$ cat src/rtl/ex_operand_stage.sv
// rtl/ex_operand_stage.sv - ID/EX register with operand forwarding/selection (optional EX_FORWARDING_EN)
module ex_operand_stage #(
    parameter int XLEN       = 32,
    parameter int REG_ADDR_W = 5
) (
    input  logic                  clk,
    input  logic                  reset,
    input  logic                  flush,
    input  logic                  in_valid,
    output logic                  in_ready,
    input  logic [3:0]            in_alu_control,
    input  logic [REG_ADDR_W-1:0] in_rs1_addr,
    input  logic [REG_ADDR_W-1:0] in_rs2_addr,
    input  logic [XLEN-1:0]       in_rs1_data,
    input  logic [XLEN-1:0]       in_rs2_data,
    input  logic [XLEN-1:0]       in_imm,
    input  logic [XLEN-1:0]       in_pc,
    input  logic                  in_left_sel,
    input  logic                  in_right_sel,
    input  logic [REG_ADDR_W-1:0] in_rd_addr,
    input  logic                  in_reg_write,
    input  logic                  mem_fwd_we,
    input  logic [REG_ADDR_W-1:0] mem_fwd_rd,
    input  logic [XLEN-1:0]       mem_fwd_data,
    input  logic                  wb_fwd_we,
    input  logic [REG_ADDR_W-1:0] wb_fwd_rd,
    input  logic [XLEN-1:0]       wb_fwd_data,
    output logic                  out_valid,
    input  logic                  out_ready,
    output logic [3:0]            out_alu_control,
    output logic [XLEN-1:0]       out_left,
    output logic [XLEN-1:0]       out_right,
    output logic [XLEN-1:0]       out_store_data,
    output logic [XLEN-1:0]       out_pc,
    output logic [REG_ADDR_W-1:0] out_rd_addr,
    output logic                  out_reg_write
);

    logic                  valid_q, valid_d;
    logic                  reg_write_q, reg_write_d;
    logic [3:0]            alu_control_q;
    logic [XLEN-1:0]       left_q, right_q, store_data_q, pc_q;
    logic [REG_ADDR_W-1:0] rd_addr_q;

    logic                  load;
    logic [XLEN-1:0]       fwd_rs1, fwd_rs2;

    assign in_ready = !valid_q || out_ready;
    assign load     = in_valid && in_ready && !flush;

`ifdef EX_FORWARDING_EN
    // MEM/EX result is younger than MEM/WB, so it wins; x0 is hardwired zero.
    always_comb begin
        fwd_rs1 = in_rs1_data;
        if (mem_fwd_we && mem_fwd_rd == in_rs1_addr && in_rs1_addr != '0)
            fwd_rs1 = mem_fwd_data;
        else if (wb_fwd_we && wb_fwd_rd == in_rs1_addr && in_rs1_addr != '0)
            fwd_rs1 = wb_fwd_data;
    end

    always_comb begin
        fwd_rs2 = in_rs2_data;
        if (mem_fwd_we && mem_fwd_rd == in_rs2_addr && in_rs2_addr != '0)
            fwd_rs2 = mem_fwd_data;
        else if (wb_fwd_we && wb_fwd_rd == in_rs2_addr && in_rs2_addr != '0)
            fwd_rs2 = wb_fwd_data;
    end
`else
    // Decode stalls cover hazards here, so the forwarding bus is deliberately ignored.
    logic unused_fwd;
    assign unused_fwd = ^{mem_fwd_we, mem_fwd_rd, mem_fwd_data, wb_fwd_we, wb_fwd_rd,
                          wb_fwd_data, in_rs1_addr, in_rs2_addr};
    assign fwd_rs1 = in_rs1_data;
    assign fwd_rs2 = in_rs2_data;
`endif

    always_comb begin
        valid_d     = valid_q;
        reg_write_d = reg_write_q;
        if (flush) begin
            valid_d     = 1'b0;
            reg_write_d = 1'b0;
        end else if (load) begin
            valid_d     = 1'b1;
            reg_write_d = in_reg_write;
        end else if (valid_q && out_ready) begin
            valid_d = 1'b0;
        end
    end

    always_ff @(posedge clk) begin
        if (reset) begin
            valid_q       <= 1'b0;
            reg_write_q   <= 1'b0;
            alu_control_q <= 4'b0000;
            left_q        <= '0;
            right_q       <= '0;
            store_data_q  <= '0;
            pc_q          <= '0;
            rd_addr_q     <= '0;
        end else begin
            valid_q     <= valid_d;
            reg_write_q <= reg_write_d;
            if (load) begin
                alu_control_q <= in_alu_control;
                left_q        <= in_left_sel  ? in_pc  : fwd_rs1;
                right_q       <= in_right_sel ? in_imm : fwd_rs2;
                store_data_q  <= fwd_rs2;
                pc_q          <= in_pc;
                rd_addr_q     <= in_rd_addr;
            end
        end
    end

    assign out_valid       = valid_q;
    assign out_reg_write   = valid_q && reg_write_q;
    assign out_alu_control = alu_control_q;
    assign out_left        = left_q;
    assign out_right       = right_q;
    assign out_store_data  = store_data_q;
    assign out_pc          = pc_q;
    assign out_rd_addr     = rd_addr_q;

endmodule
$ cat config.mk
export PLATFORM = sky130hd
export DESIGN_NAME = ex_operand_stage
export DESIGN_NICKNAME = d
export VERILOG_FILES = /design/src/rtl/ex_operand_stage.sv
export SDC_FILE = /design/constraint.sdc
export NUM_CORES = 1
export LEC_CHECK = 0
export ABC_AREA = 1
export ABC_CLOCK_PERIOD_IN_PS = 1200
export BUFFER_PORTS_ARGS = -buffer_cell sky130_fd_sc_hd__buf_2
export CAP_MARGIN = 10
export CORE_AREA = 5 5 139 141
export CTS_CLUSTER_DIAMETER = 60
export DETAILED_ROUTE_END_ITERATION = 16
export DIE_AREA = 0 0 144 146
export PLACE_DENSITY = 0.72
export RECOVER_POWER = 25
export SYNTH_ARGS = -nofsm -noshare
export SYNTH_HDL_FRONTEND = slang
export SYNTH_SLANG_ARGS = --single-unit
$ cat constraint.sdc
create_clock -name clk -period 1.2 [get_ports clk]
set_input_delay 0.06 -clock clk [delete_from_list [all_inputs] [get_ports clk]]
set_output_delay 0.06 -clock clk [all_outputs]
set_load 0.02 [all_outputs]
==> results_dict.tcl <==
set metrics [dict create \
    max_cap_violations 0 \
    combPwrFrac 0.201 \
    htreeDepth 4 \
    routabilityCongestion 0.843 \
    min_period_ps 1250 \
    ys_ff_latch 139 \
    switching_share 0.285 \
    report.final.slew_viol_count 0 \
    syn_area_per_cell_um2 6.11 \
    rsz0062_at_grt "yes" \
    leakage_nw 5.68 \
    clockBufferDepth 2 \
    ir_drop_uv 933 \
    antenna_left 0 \
    vias 7653 \
    final.setup_skew_ps 10.6 \
    core_um2 17800 \
    first_pass_iters 5 \
    violations "negative setup slack" \
    cts_made_buffers 17 \
    avgRoutedWirePerCell_um 14.0 \
    clock-root-buffer "clkbuf_16" \
    grt_pass1_vias 7121 \
    slew_headroom 0.657 \
    tightest_slew_ps 513 \
    wirelength_um 23700 \
    fin_nets 1683 \
    whs_ps 9.67 \
    power_frac_seq 0.368 \
    worstSetupPathType "reg -> reg" \
    gr-total-overflow 0 \
    antenna_cells 0 \
    p_clk_frac 0.432 \
    fin_ws_ps -54.9 \
    ys_warn_count 0 \
    grt_first_pass_wirelength_um 34600 \
    rows 49 \
    cts_tree "done" \
    drive_above_1_share 0.246 \
    dieArea_um2 21000 \
    dieWidth_um 144 \
    hpwl_um 14200 \
    p_per_area_nw_per_um2 1330 \
    start_util 0.364 \
    die_y_um 146 \
    synth_fp_nets 1296 \
    cp-start-kind "register" \
    ios 371 \
    grtUsageTotal 0.202 \
    drt_iter0_drc 351 \
    grt_max_degree 65 \
    io_buffers 284 \
    yosysSeqAreaShare 0.428 \
    cts.sinks 139 \
    grt_antenna_before_repair 0 \
    cp.arrival_ps 1560 \
    drc 0 \
    end_kind "register" \
    max_freq_mhz 797 \
    intPower_mw 9.93 \
    setup-violations-final 4 \
    cts.clk_slew.worst_paths_ps 60 \
    synth_cells 1065 \
    fin_crit_sh 1.05 \
    syn_area_um2 6500 \
    avgViaCountPerCell 4.52 \
    p_switching_mw 3.97 \
    critPathRequiredTime_ps 1500 \
    status "finished with violations" \
    synth_cell_types 15 \
    hold_path.class "in -> reg" \
    syn_to_final_growth_pct 61.0 \
    clk_latency_ps 420 \
    finalPower_mw 13.9 \
    reg2reg_slack_ps -50 \
    crit_fanout 9 \
    hold_viol_final 0 \
]
-- placed cells by master (no fill, tap or decap), types with 3 or more instances in the layout --
cell type	instances
a21oi_1	27
nand2_2	10
dlygate4sd3_1	100
dfxtp_1	138
nor2_2	11
inv_1	173
nand2_1	299
a21oi_2	5
nand3_1	31
buf_4	9
buf_6	13
buf_12	11
bufinv_16	5
nor2_4	12
nand2_4	4
inv_6	3
clkinvlp_4	3
buf_2	234
o21ai_0	64
clkbuf_1	49
clkbuf_16	24
nor2_1	223
buf_8	5
-- stage by stage --
step | setup TNS, ps | cells | cell area [um^2] | utilization | setup WS (ps)
after floorplan | 0 | 1065 | 6500 | - | 60.6
after global placement | -12.5 | 1541 | 8270 | 0.463 | -12.5
after detailed placement | -10.2 | 1541 | 8270 | 0.463 | -10.2
after CTS | -155 | 1677 | 10000 | 0.562 | -44.1
after global routing | -2000 | 1694 | 10500 | 0.587 | -77.8
final | -143 | 1694 | 10500 | 0.587 | -54.9
-- final cells by class --
class	count	area, um^2
clock buffer	19	453
clock inverter	13	213
fill	1556	7370
inverter	174	656
multi-input combinational	690	2980
sequential	139	2780
tap	229	287
timing repair buffer	430	3100
-- layer usage --
| layer | global-route usage | vias to the layer above | part of all wire |
|---|---|---|---|
| met5 | 0 | - | 0 |
| met4 | 0.0885 | 0 | 0.033 |
| met3 | 0.0743 | 53 | 0.11 |
| met2 | 0.331 | 341 | 0.47 |
| met1 | 0.234 | 3363 | 0.39 |
| li1 | - | 3896 | - |
-- power by group through the flow --
stage                     clock network (mW)  registers (mW)  logic [mW]
after floorplan                            0            5.59       0.987
after global placement                     0            5.18        2.26
after detailed placement                   0            5.19        2.28
after CTS                               6.08            5.10        2.57
after global routing                    6.28            5.14        3.07
final                                   6.00            5.11        2.79
-- cell usage after synthesis (all sizes together) --
| library cell | instances | area (um^2) |
|---|---|---|
| nand2 | 311 | 1170 |
| nor2 | 246 | 926 |
| inv | 174 | 653 |
| dfxtp | 139 | 2780 |
| o21ai | 64 | 320 |
| buf | 51 | 264 |
| a21oi | 32 | 160 |
| nand3 | 32 | 160 |
| clkbuf | 15 | 56.3 |
| a21boi | 1 | 7.51 |
-- sequential cells by signal (all words and copies together) (netlist names) --
name and count:
out_rd_addr 5, out_store_data 32, out_alu_control 4, out_left 32, reg_write_q 1, out_valid 1
out_pc 32, out_right 32
-- worst paths after layout --
check,from,endpoint,cells past startpoint
worst min-delay path,in_rs1_data[29],out_left[29],5
worst min register to register,out_store_data[28],out_store_data[28],2
worst max register to register,out_valid,out_pc[2],6
worst max-delay path,out_valid,out_pc[2],6
-- worst max-delay path: stages (launching register included) --
cell       delay (ps)
dfxtp_2           330
nand2_4            70
buf_12            150
nand2_8           140
clkbuf_16         210
nor2_1            150
nor2_1             80
-- what timing repair did --
item                       CTS  global route
cloned                       1            17
hold endpoints to repair   107             0
resized for setup           13            62
hold buffers               100             0
pin swaps                    2             7
buffers inserted             3             0
setup endpoints to repair    3           100
-- logic make-up (layout without fill, tap and decap cells) --
group / after synthesis / count (layout) / share of synthesized area
buffers and inverters: 240 / 636 / 0.150
DFF: 139 / 139 / 0.428
AOI/OAI and AO/OA: 97 / 97 / 0.0750
and+or+nand+nor: 589 / 593 / 0.347
No activity file was read; power rests on OpenSTA's default activity.
